===== config.mk =====
export PLATFORM = sky130hd
export DESIGN_NAME = serial_id_reader
export DESIGN_NICKNAME = d
export VERILOG_FILES = /design/src/rtl/serial_id_reader.sv
export SDC_FILE = /design/constraint.sdc
export NUM_CORES = 1
export LEC_CHECK = 0
export BUFFER_PORTS_ARGS = -buffer_cell sky130_fd_sc_hd__buf_4
export CORE_ASPECT_RATIO = 1.5
export CORE_MARGIN = 1
export CORE_UTILIZATION = 60
export CTS_BUF_LIST = sky130_fd_sc_hd__clkbuf_2 sky130_fd_sc_hd__clkbuf_4 sky130_fd_sc_hd__clkbuf_8
export DETAILED_ROUTE_END_ITERATION = 7
export HOLD_SLACK_MARGIN = 0.15
export PLACE_DENSITY = 0.91
export SETUP_SLACK_MARGIN = 0.15
export SLEW_MARGIN = 20
export SYNTH_ARGS = -nofsm -noshare
export SYNTH_HDL_FRONTEND = slang
export SYNTH_SLANG_ARGS = --single-unit

===== constraint.sdc =====
create_clock -name clk26buf -period 11.4 [get_ports clk26buf]
set_input_delay 2.28 -clock clk26buf [delete_from_list [all_inputs] [get_ports clk26buf]]
set_output_delay 2.28 -clock clk26buf [all_outputs]
set_load 0.005 [all_outputs]

===== src/rtl/serial_id_reader.sv =====
// serial_id_reader: reads a DNA_PORT-style serial ID primitive through a divided id_clk.
// Define SERIAL_ID_DOUBLE_READ_EN to read the ID twice and publish it only when both reads agree.
module serial_id_reader #(
    parameter int ID_WIDTH  = 56,
    parameter int DIV       = 64,
    parameter bit MSB_FIRST = 1'b1
) (
    input  logic                clk26buf,
    input  logic                glbl_reset_n,
    input  logic                start,
    input  logic                id_dout,
    output logic                id_clk,
    output logic                id_read,
    output logic                id_shift,
    output logic [ID_WIDTH-1:0] id_data,
    output logic                id_valid,
    output logic                busy,
    output logic                id_mismatch
);
    localparam int CNT_W = $clog2(DIV);
    localparam int BIT_W = $clog2(ID_WIDTH + 1);
    localparam logic [CNT_W-1:0] CNT_LAST = CNT_W'(DIV - 1);
    localparam logic [CNT_W-1:0] CNT_RISE = CNT_W'(DIV / 2 - 1);
    localparam logic [BIT_W-1:0] BIT_LAST = BIT_W'(ID_WIDTH - 1);
    localparam logic [BIT_W-1:0] BIT_STOP = BIT_W'(ID_WIDTH - 2);

    typedef enum logic [3:0] {
        ST_INIT  = 4'b0001,
        ST_LOAD  = 4'b0010,
        ST_SHIFT = 4'b0100,
        ST_DONE  = 4'b1000
    } state_t;

    state_t              state, state_nxt;
    logic [CNT_W-1:0]    div_cnt;
    logic                tick;
    logic                dout_q;
    logic                start_pend;
    logic [BIT_W-1:0]    bit_cnt, bit_cnt_nxt;
    logic                read_nxt, shift_nxt, busy_nxt;
    logic                sample, commit;
    logic [ID_WIDTH-1:0] shadow, shadow_nxt;

`ifdef SERIAL_ID_DOUBLE_READ_EN
    logic [ID_WIDTH-1:0] shadow_first;
    logic                second_pass, second_pass_nxt;
    logic                mismatch_nxt, first_end;
`endif

    function automatic logic [ID_WIDTH-1:0] shift_in(input logic [ID_WIDTH-1:0] cur,
                                                     input logic b);
        if (MSB_FIRST)
            return {cur[ID_WIDTH-2:0], b};
        else
            return {b, cur[ID_WIDTH-1:1]};
    endfunction

    assign tick       = (div_cnt == CNT_LAST);
    assign shadow_nxt = shift_in(shadow, dout_q);

    // Divider stage: id_clk high for the upper half of each period, falls on tick
    always_ff @(posedge clk26buf or negedge glbl_reset_n) begin
        if (!glbl_reset_n) begin
            div_cnt <= '0;
            id_clk  <= 1'b0;
        end else if (tick) begin
            div_cnt <= '0;
            id_clk  <= 1'b0;
        end else begin
            div_cnt <= div_cnt + 1'b1;
            if (div_cnt == CNT_RISE)
                id_clk <= 1'b1;
        end
    end

    // Capture id_dout just before id_clk rises, i.e. before the primitive advances
    always_ff @(posedge clk26buf) begin
        if (div_cnt == CNT_RISE)
            dout_q <= id_dout;
    end

    always_ff @(posedge clk26buf) begin
        if (sample)
            shadow <= shadow_nxt;
    end

`ifdef SERIAL_ID_DOUBLE_READ_EN
    always_ff @(posedge clk26buf) begin
        if (first_end)
            shadow_first <= shadow_nxt;
    end
`endif

    // FSM next-state stage
    always_comb begin
        state_nxt   = state;
        bit_cnt_nxt = bit_cnt;
        read_nxt    = id_read;
        shift_nxt   = id_shift;
        busy_nxt    = busy;
        sample      = 1'b0;
        commit      = 1'b0;
`ifdef SERIAL_ID_DOUBLE_READ_EN
        second_pass_nxt = second_pass;
        mismatch_nxt    = id_mismatch;
        first_end       = 1'b0;
`endif
        if (state == ST_INIT)
            busy_nxt = 1'b1;
        if (tick) begin
            unique case (state)
                ST_INIT: begin
                    state_nxt = ST_LOAD;
                    read_nxt  = 1'b1;
                end
                ST_LOAD: begin
                    state_nxt   = ST_SHIFT;
                    read_nxt    = 1'b0;
                    shift_nxt   = 1'b1;
                    bit_cnt_nxt = '0;
                end
                ST_SHIFT: begin
                    sample = 1'b1;
                    if (bit_cnt == BIT_LAST) begin
                        shift_nxt = 1'b0;
`ifdef SERIAL_ID_DOUBLE_READ_EN
                        if (!second_pass) begin
                            state_nxt       = ST_LOAD;
                            read_nxt        = 1'b1;
                            second_pass_nxt = 1'b1;
                            first_end       = 1'b1;
                        end else begin
                            state_nxt       = ST_DONE;
                            busy_nxt        = 1'b0;
                            second_pass_nxt = 1'b0;
                            if (shadow_nxt == shadow_first) begin
                                commit       = 1'b1;
                                mismatch_nxt = 1'b0;
                            end else begin
                                mismatch_nxt = 1'b1;
                            end
                        end
`else
                        state_nxt = ST_DONE;
                        busy_nxt  = 1'b0;
                        commit    = 1'b1;
`endif
                    end else begin
                        bit_cnt_nxt = bit_cnt + 1'b1;
                        // Last bit is already on id_dout; no further shift edge needed
                        if (bit_cnt == BIT_STOP)
                            shift_nxt = 1'b0;
                    end
                end
                ST_DONE: begin
                    if (start || start_pend) begin
                        state_nxt = ST_INIT;
                        busy_nxt  = 1'b1;
`ifdef SERIAL_ID_DOUBLE_READ_EN
                        mismatch_nxt    = 1'b0;
                        second_pass_nxt = 1'b0;
`endif
                    end
                end
                default: state_nxt = ST_INIT;
            endcase
        end
    end

    // Control and result register stage
    always_ff @(posedge clk26buf or negedge glbl_reset_n) begin
        if (!glbl_reset_n) begin
            state      <= ST_INIT;
            bit_cnt    <= '0;
            id_read    <= 1'b0;
            id_shift   <= 1'b0;
            busy       <= 1'b0;
            start_pend <= 1'b0;
            id_data    <= '0;
            id_valid   <= 1'b0;
        end else begin
            state    <= state_nxt;
            bit_cnt  <= bit_cnt_nxt;
            id_read  <= read_nxt;
            id_shift <= shift_nxt;
            busy     <= busy_nxt;
            if (state == ST_DONE && !tick)
                start_pend <= start_pend | start;
            else
                start_pend <= 1'b0;
            if (commit) begin
                id_data  <= shadow_nxt;
                id_valid <= 1'b1;
            end
        end
    end

`ifdef SERIAL_ID_DOUBLE_READ_EN
    always_ff @(posedge clk26buf or negedge glbl_reset_n) begin
        if (!glbl_reset_n) begin
            second_pass <= 1'b0;
            id_mismatch <= 1'b0;
        end else begin
            second_pass <= second_pass_nxt;
            id_mismatch <= mismatch_nxt;
        end
    end
`else
    assign id_mismatch = 1'b0;
`endif

endmodule

After elaboration in Yosys (flattened, before gate mapping):

Index checks and enable logic that the tools add are counted.

* $add $sub $neg: 2
* reduce and logical (&&, ||, !) cells: 10
* $mul: 0
* $lt $le $gt $ge: 0
* shift-type cells: 0
* equality and inequality tests: 12
* mux-type cells: 23
* bitwise operators: 1
* div/mod/pow operators: 0

Operators with widths (number)
* 6-bit == test, second input constant: 3
* 4-bit one-hot mux with 4 select lines: 1
* 1-bit 2-to-1 mux: 14
* 6-bit by 1-bit adder with 6-bit output, second input constant: 2
* 6-bit 2-to-1 mux: 2
* 6-bit one-hot mux with 2 select lines: 1
* 3-bit AND reduction: 3
* 4-bit 2-to-1 mux: 2
* 6-bit by 5-bit == test with 1-bit output, second input constant: 1
* 2-bit inequality test, second input constant: 3
* 1-bit one-hot mux with 2 select lines: 3
* 2-bit nonzero test: 3
* 4-bit by 1-bit == test with 1-bit output, second input constant: 1
* 4-bit by 2-bit == test with 1-bit output, second input constant: 1
* 4-bit by 3-bit == test with 1-bit output, second input constant: 1
* 4-bit == test, second input constant: 1
* 3-bit inequality test, second input constant: 1
* 2-bit AND reduction: 1
* 1-bit logical AND: 1
* 1-bit logical NOT: 1
* 1-bit logical OR: 1
* 1-bit bitwise OR: 1

* memory bits (writable): 0
* flip-flop bits (word level): 134
* bits in read-only memories: 0
* bits of input ports: 4
* bits in latches: 0
* memories kept: 0

Logic depth before layout (Yosys ltp):

Gate-level depths: netlist (run 1).

* word-level depth: 5
* mapped depth: 7
* depth with buffers taken out: 5

Worst setup path after synthesis (run 1):

OpenSTA, ideal clock, no wires.

* path type: register to register
* start point: register state[0]
* end point: register bit_cnt[0]
* path buffers: 1
* stages on the path, launching flop included: 6
* setup time: 0.100 ns
* arrival time: 5.328 ns
* slack: 5.972 ns
* cell sequence: dfstp_2 clkbuf_1 or4b_4 nor3_1 nand2_1 o21ai_0

* cells in the longest elaborated chain, start to end: 3
* elaborated cells on any way between the ends: 6
* those cells by class: eq/ne: 3; mux: 1; reduce/logical: 2

Ends and longest elaborated chain
* start, declared: RTL line 34 `state_t state, state_nxt;`
* start signal, assigned: RTL line 182 `state <= state_nxt;`
* 4-bit by 3-bit == test with 1-bit output / 4-bit by 2-bit == test with 1-bit output (equally long branches): RTL line 111 `unique case (state)`
* 2-bit inequality test (no line) / 2-bit nonzero test (equally long branches)
* 3-bit AND reduction (no line)
* end signal, assigned: RTL line 183 `bit_cnt <= bit_cnt_nxt;`
* end, declared: RTL line 39 `logic [BIT_W-1:0] bit_cnt, bit_cnt_nxt;`

Several ways; a longest one is shown, not always the timed one.
A chain may end at the register's enable or synchronous reset.

Worst setup path in the final report (run 1):

* start point: register id_data[4]
* end point: output id_data[4]

RTL lines
* start, declared: RTL line 15 `output logic [ID_WIDTH-1:0] id_data,`
* start signal, assigned: RTL line 192 `id_data <= shadow_nxt;`

No word-level cell between the ends.

==> results of run 1 <==
==> cells by family after synthesis <==
group	after synthesis	synth area share, %
AOI/OAI and AO/OA	29	3.599
xor gates and xnor gates	4	0.7148
adders and majority gates	3	0.7658
buffers and inverters	16	2.042
DFF	134	74.15
muxes	57	13.09
other	1	0.07650
and+or+nand+nor	47	5.564
==> cell type report <==
cell class	instances	area (um2)	area share, %
inverters	5	18.77	0.3209
multi-input cells	141	1172	20.04
clock buffers	20	262.8	4.492
well taps	105	131.4	2.246
clock inverters	12	133.9	2.289
flip-flops and latches	134	3635	62.14
repair buffers	66	495.5	8.471
==> cells in the final DEF (no fill, tap or decap), types with 4 or more instances in the layout <==
| master | count |
|---|---|
| o21ai_0 | 10 |
| nand3_1 | 6 |
| or4_1 | 4 |
| clkinv_2 | 5 |
| nand2_1 | 8 |
| nor2_1 | 10 |
| a21oi_1 | 6 |
| mux2_1 | 18 |
| clkbuf_8 | 18 |
| mux2_2 | 39 |
| inv_1 | 5 |
| buf_4 | 66 |
| edfxtp_1 | 56 |
| o31ai_1 | 6 |
| dfrtp_1 | 77 |
==> sequential cells by signal, indices dropped and copies added, names as in the netlist <==
name,cells
div_cnt,6
dout_q,1
state,4
busy,1
id_valid,1
bit_cnt,6
id_shift,1
id_read,1
id_clk,1
shadow,55
start_pend,1
id_data,56
==> stage by stage <==
| stage | cells | power (W) |
|---|---|---|
| after floorplan | 291 | 0.0005098 |
| after global placement | 451 | 0.0005156 |
| after detailed placement | 451 | 0.0005158 |
| after CTS | 483 | 0.0009042 |
| after global routing | 483 | 0.0009239 |
| final | 483 | 0.0008948 |
==> cells in the mapped netlist, types with 3 or more instances <==
master / n
dfrtp_1: 77
edfxtp_1: 56
mux2_2: 39
mux2_1: 18
nor2_1: 10
o21ai_0: 10
nand2_1: 8
a21oi_1: 6
nand3_1: 6
o31ai_1: 6
inv_1: 5
buf_4: 4
or4_1: 4
buf_6: 3
ha_1: 3
nor3_1: 3
xor2_1: 3
==> worst max path at each step <==
stage | from | endpoint
final | id_data[4] | id_data[4]
after global routing | id_shift | id_shift
after CTS | id_shift | id_shift
after detailed placement | start | state[3]
after global placement | start | state[3]
after floorplan | state[0] | bit_cnt[0]
==> per-layer routing <==
metal,vias to the layer above,part of all wire (%),GRT usage (%)
li1,1224,-,-
met1,1390,41,29.23
met2,84,52,32.27
met3,13,4.7,6.679
met4,0,1.9,11.11
met5,-,0,0
==> power groups by stage <==
stage,Clock (W),Combinational (W),Sequential (W)
2_1_floorplan,0,0.000000391,0.000509
3_3_place_gp,0,0.00000631,0.000509
3_5_place_dp,0,0.00000651,0.000509
4_1_cts,0.000398,0.00000648,0.000500
5_1_grt,0.000417,0.00000730,0.000499
6_report,0.000389,0.00000602,0.000500
==> impl_results.md, run 1 <==
- Syn Nets: 298
- Worst stage delay on the critical path: 410 ps
- Detailed Place HPWL: 5165 um
- Core area: 0.007958 mm2
- Seq cells post-synth: 134
- Port buffer count: 64
- # Post-CTS Setup Buffers: 0
- CTS max path bufs: 2
- Fin crit period: 3266 ps
- Layout Nets: 372
- WP data arrival: 990 ps
- Gate Count Post-Synth: 291
- I/O pin cnt: 66
- Post-synth EDFFs: 56
- Num CTS Buffers: 17
- Async set-reset flop share out of synthesis: 58.21%
- Avg Cell Area, Syn: 16.85 um2
- Levels on crit path: 1
- Residual DRC: 0
- Final Cycle Share: 28.65%
- GRT Total Usage: 21.86%
- RSZ-0062 raised after global routing: false
- Finished Cell Area: 0.005849 mm2
- Min Hold Slack: 444.8 ps
- Vias per cell: 5.613
- Slew headroom: 34.44%
- Clock sinks: 134
- Pint: 0.0007227 W
- Delay-heaviest family, CP: flip-flops
- CP bufs+invs: 1
- Largest net degree at the start of global routing: 79
- Clock power frac: 43.5%
- Initial drt markers: 246
- CP Class: flip-flop to output port
- CP Launch Type: flip-flop
- R2R setup slack: 8880 ps
- FF-to-FF End: id_data[4]
- Seq pwr share: 55.8%
- Hold Buf Count CTS: 0
- Final TNS setup: 0 ps
- Pwr/cell area: 153.0 mW/mm2
- Fin worst setup slack: 8134 ps
- Hold path start: shadow[33]
- Synth area leaders: dfrtp_1 39%, edfxtp_1 34%, mux2_2 9.0%, mux2_1 4.1%, o21ai_0 1.0%
- Worst r2r src: div_cnt[0]
- Die area: 0.008544 mm2
- Cell Area, Placed: 0.005453 mm2
- Die Height: 112.7 um
- Maximum Capacitance Violations: 0
- CP endpoint kind: output port
- Utilization after layout: 73.51%
- TritonRoute pass-1 iters: 4
- WHS Path Cells: 0
- Layout cells sized above 1: 37.04%
- Ant diodes: 0
- Max VDD drop: 0.00008697 V
- Setup Skew: 9.582 ps
- CTS root buf: clkbuf_8
- CP max-delay cell: dfrtp_1
- # H-tree levels: 4
- Leakage: 2.615 nW
- Slew Viols, Final: 0
- Yosys top cell by area: dfrtp_1
- Hold endpoint: shadow[34]
- Routed Wire Length: 8435 um
- Core Rows: 40
- Vias in the first global route: 2599
- Initial core utilization: 61.60%
- Library cells used by synthesis: 40
- Synth Flop Type: dfrtp_1
- Pre-CTS setup slack: 7974 ps
- CTS tree: yes
- Final ANT Viol Nets: 0
- Initial antenna violation count: 0
- Layout area overhead: 19.32%
- Gate power share: 0.7%
- Reg clk slew, reported paths: 70 ps
- Gp weighted congestion: 0.8437
- Measured slew at the worst slew-check pin: 975.1 ps
- Reg2reg path depth: 6
- Post-synthesis sequential area ratio: 74.14%
- Die width: 75.81 um
- Worst min path class: flip-flop to flip-flop
- First-pass GRT wire length: 13130 um
- CP Cell Sequence: buf_4
- Worst-path fanout max: 2
- Skew-Pair Late Insertion Delay: 440 ps
- Switching Share: 19.24%
- Netlist Area Pre-Place: 0.004902 mm2
- Crit path required time: 9120 ps
- Status: complete, no violations
- Switching Power: 0.0001721 W
- Resize count post-CTS: 0
- Routed vias: 2711
- Synthesis Warnings: 0
- DR WL/cell: 17.46 um
- Fillers: 477
- Synth top area share: 39.31%
- Hold Fails Final Rpt: 0
- Fmax: 306.2 MHz
- Overflow after GRT: 0
- Final setup violating endpoints: 0
(Power assumes the default switching activity.)
==> run 2: changes to the inputs <==
ABC_AREA = 1   (was unset)
CORE_UTILIZATION = 59   (was 60)
PLACE_DENSITY = 0.89   (was 0.91)
clock period = 3.35 ns   (was 11.4 ns; I/O delays follow)
==> run 2 against run 1 <==
Net effect: clock skew grew 2.1 ps; wire length grew 20%; first-iteration DRC count grew 51%; largest power group unchanged; highest routed layer unchanged.
==> impl_results.md, run 2 <==
- Detailed Place HPWL: 6022 um (+17%)
- Layout cells sized above 1: 19.14% (-18 points)
- Routed vias: 3555 (+31%)
- Fmax: 450.1 MHz
- Switching Power: 0.0006081 W (+250%)
- Yosys top cell by area: dfrtp_1
- Num CTS Buffers: 17 (unchanged)
- Measured slew at the worst slew-check pin: 1075 ps (+99.71 ps)
- Post-synth EDFFs: 56 (unchanged)
- Synthesis Warnings: 0 (unchanged)
- Synth area leaders: dfrtp_1 38%, edfxtp_1 33%, nand2_1 13%, nand3_1 6.7%, nor2_1 2.0%
- Reg clk slew, reported paths: 70 ps (about the same)
- Seq cells post-synth: 134 (unchanged)
- I/O pin cnt: 66 (unchanged)
- Initial antenna violation count: 0 (unchanged)
- Hold Fails Final Rpt: 0 (unchanged)
- Slew Viols, Final: 0 (unchanged)
- Initial drt markers: 371 (+51%)
- Skew-Pair Late Insertion Delay: 440 ps (about the same)
- Crit path from: div_cnt[0]
- CTS tree: yes
- Gp weighted congestion: 0.7668 (-9.1%)
- Syn Nets: 466 (+56%)
- Core Rows: 41 (+2.5%)
- Die Height: 115.8 um (+2.7%)
- Biggest regs: id_data: 56 flops, shadow: 55 flops
- Crit path top cell by count: nand2_1
- Gate Count Post-Synth: 459 (+58%)
- Pwr/cell area: 525.9 mW/mm2 (+240%)
- TritonRoute pass-1 iters: 5 (+1)
- GRT Total Usage: 24.57% (+2.7 points)
- Die area: 0.009012 mm2 (+5.5%)
- Layout Nets: 532 (+43%)
- Port buffer count: 64 (unchanged)
- Largest reg by FF count: id_data
- Max FFs per register: 56 (unchanged)
- Vias per cell: 5.512 (-1.8%)
- Setup Skew: 11.65 ps (+2.071 ps)
- Delay-heaviest family, CP: simple AND/OR/NAND/NOR gates
- Synth top cells by count: 170 x nand2_1, 77 x dfrtp_1, 68 x nand3_1
- Maximum Capacitance Violations: 0 (unchanged)
- Most frequent cells in the layout: 170 x nand2_1, 77 x dfrtp_1, 68 x nand3_1, 65 x buf_4, 56 x edfxtp_1
- Pint: 0.002568 W (+260%)
- Fin crit period: 2222 ps
- CP max-delay cell: nand2_2
- Leakage: 2.912 nW (+11%)
- DR WL/cell: 15.76 um (-9.8%)
- Library cells used by synthesis: 26 (-35%)
- CP Class: flip-flop to flip-flop
- Worst-path fanout max: 59 (+57)
- Commonest non-fill, non-tap cell in the layout: nand2_1
- Crit path required time: 3720 ps (-5400 ps)
- Finished Cell Area: 0.006040 mm2 (+3.3%)
- CP endpoint kind: flip-flop
- WP data arrival: 2590 ps (+1600 ps)
- Slew headroom: 28.09% (-6.3 points)
- Final ANT Viol Nets: 0 (unchanged)
- Residual DRC: 0 (unchanged)
- Avg Cell Area, Syn: 11.09 um2 (-34%)
- RSZ-0062 raised after global routing: false
- Final setup violating endpoints: 0 (unchanged)
- Most frequent cell after synthesis: nand2_1
- Worst r2r src: div_cnt[0]
- Switching Share: 19.14% (-0.093 points)
- Initial core utilization: 60.51% (-1.1 points)
- Core area: 0.008413 mm2 (+5.7%)
- CP bufs+invs: 1 (unchanged)
- # H-tree levels: 4 (unchanged)
- Largest net degree at the start of global routing: 112 (+42%)
- Die width: 77.85 um (+2.7%)
- Synth Flop Type: dfrtp_1
- Final Cycle Share: 66.32%
- Synth top area share: 37.85% (-1.5 points)
- Seq pwr share: 53.5% (-2.3 points)
- Cell Area, Placed: 0.005600 mm2 (+2.7%)
- Worst min path class: input pin to asynchronous set/reset pin
- Clock power frac: 45.9% (+2.4 points)
- Worst stage delay on the critical path: 780 ps (+370 ps)
- CTS root buf: clkbuf_8
- CTS max path bufs: 2 (unchanged)
- Gate power share: 0.6% (about the same)
- Vias in the first global route: 3350 (+29%)
- Max VDD drop: 0.0004002 V (+360%)
- CP Cell Sequence: ha_1, nand2_1, inv_1, nand2_2, nor2_4, nand2_2, nand2_1, nand2_1
- CP Launch Type: flip-flop
- Netlist Area Pre-Place: 0.005091 mm2 (+3.9%)
- First-pass GRT wire length: 16190 um (+23%)
- Final TNS setup: 0 ps (unchanged)
- Status: complete, no violations
- Post-synthesis sequential area ratio: 71.39% (-2.8 points)
- Resize count post-CTS: 0 (unchanged)
- Fillers: 574 (+20%)
- Hold Buf Count CTS: 0 (unchanged)
- Layout area overhead: 18.63%
- Ant diodes: 0 (unchanged)
- Async set-reset flop share out of synthesis: 58.21% (unchanged)
- Clock sinks: 134 (unchanged)
- Overflow after GRT: 0 (unchanged)
- # Post-CTS Setup Buffers: 0 (unchanged)
- Routed Wire Length: 10160 um (+20%)
[run 2: cell count changes in the layout (fill, tap and decap cells not counted), sizes merged, moves of 8 or more]
cell / change
inv: +11
mux2: -57
nand2: +164
nand3: +63
nor2: +21
o21ai: -8
[run 2: path summary, 6_finish.rpt]
check / endpoint / slack [ps] / cells past startpoint
min in group clk26buf: dout_q / 410 / 1
max in group asynchronous: div_cnt[3] / 2350 / 1
setup / recovery: id_data[44] / 1130 / 8
hold / removal: id_data[40] / 390 / 1
setup reg to reg: id_data[44] / 1130 / 8
hold reg to reg: shadow[13] / 460 / 0
[run 2: kinds of logic after synthesis]
logic type / Yosys count / share of synthesized area, %
adder cells (fa/ha/maj): 3 / 0.7374
other: 1 / 0.07366
XOR/XNOR: 1 / 0.1721
buffers and inverters: 35 / 3.637
AO/OA/AOI/OAI: 10 / 1.130
AND/OR/NAND/NOR: 275 / 22.86
flip-flops: 134 / 71.39
[run 2: per-stage QoR]
step / power (W) / worst slack (ps) / std cells / hold WS, ps / util [%]
floorplan: 0.001735 / 1259 / 459 / 374.4 / -
global placement: 0.001754 / 1167 / 613 / 429.4 / 66.57
detailed placement: 0.001754 / 1044 / 613 / 435.7 / 66.57
CTS: 0.003197 / 972.9 / 645 / 385.2 / 71.74
global route: 0.003273 / 950.7 / 645 / 380.5 / 71.79
finish: 0.003176 / 1128 / 645 / 391.1 / 71.79
[run 2: power groups by stage]
stage	logic, W	clock network, W	registers, W
after global placement	0.0000210	0	0.00173
after global routing	0.0000241	0.00155	0.00170
after detailed placement	0.0000213	0	0.00173
after CTS	0.0000215	0.00148	0.00170
final	0.0000201	0.00146	0.00170
after floorplan	0.00000110	0	0.00173
[run 2: per-layer routing]
metal | GRT usage [%] | part of all wire, % | wire [um]
met1 | 30.41 | 39 | 4011
met2 | 40.35 | 53 | 5368
met3 | 7.953 | 5.7 | 576
met4 | 9.811 | 2.0 | 206
met5 | 0 | 0 | 0
[run 2: final cells by class]
cell class	instances	area, um2	share of cell area, %
sequential	134	3635	60.18
timing repair buffer	66	499.2	8.266
clock inverter	11	152.6	2.527
tap	107	133.9	2.217
inverter	16	60.06	0.9944
clock buffer	21	282.8	4.682
multi-input combinational	290	1276	21.13
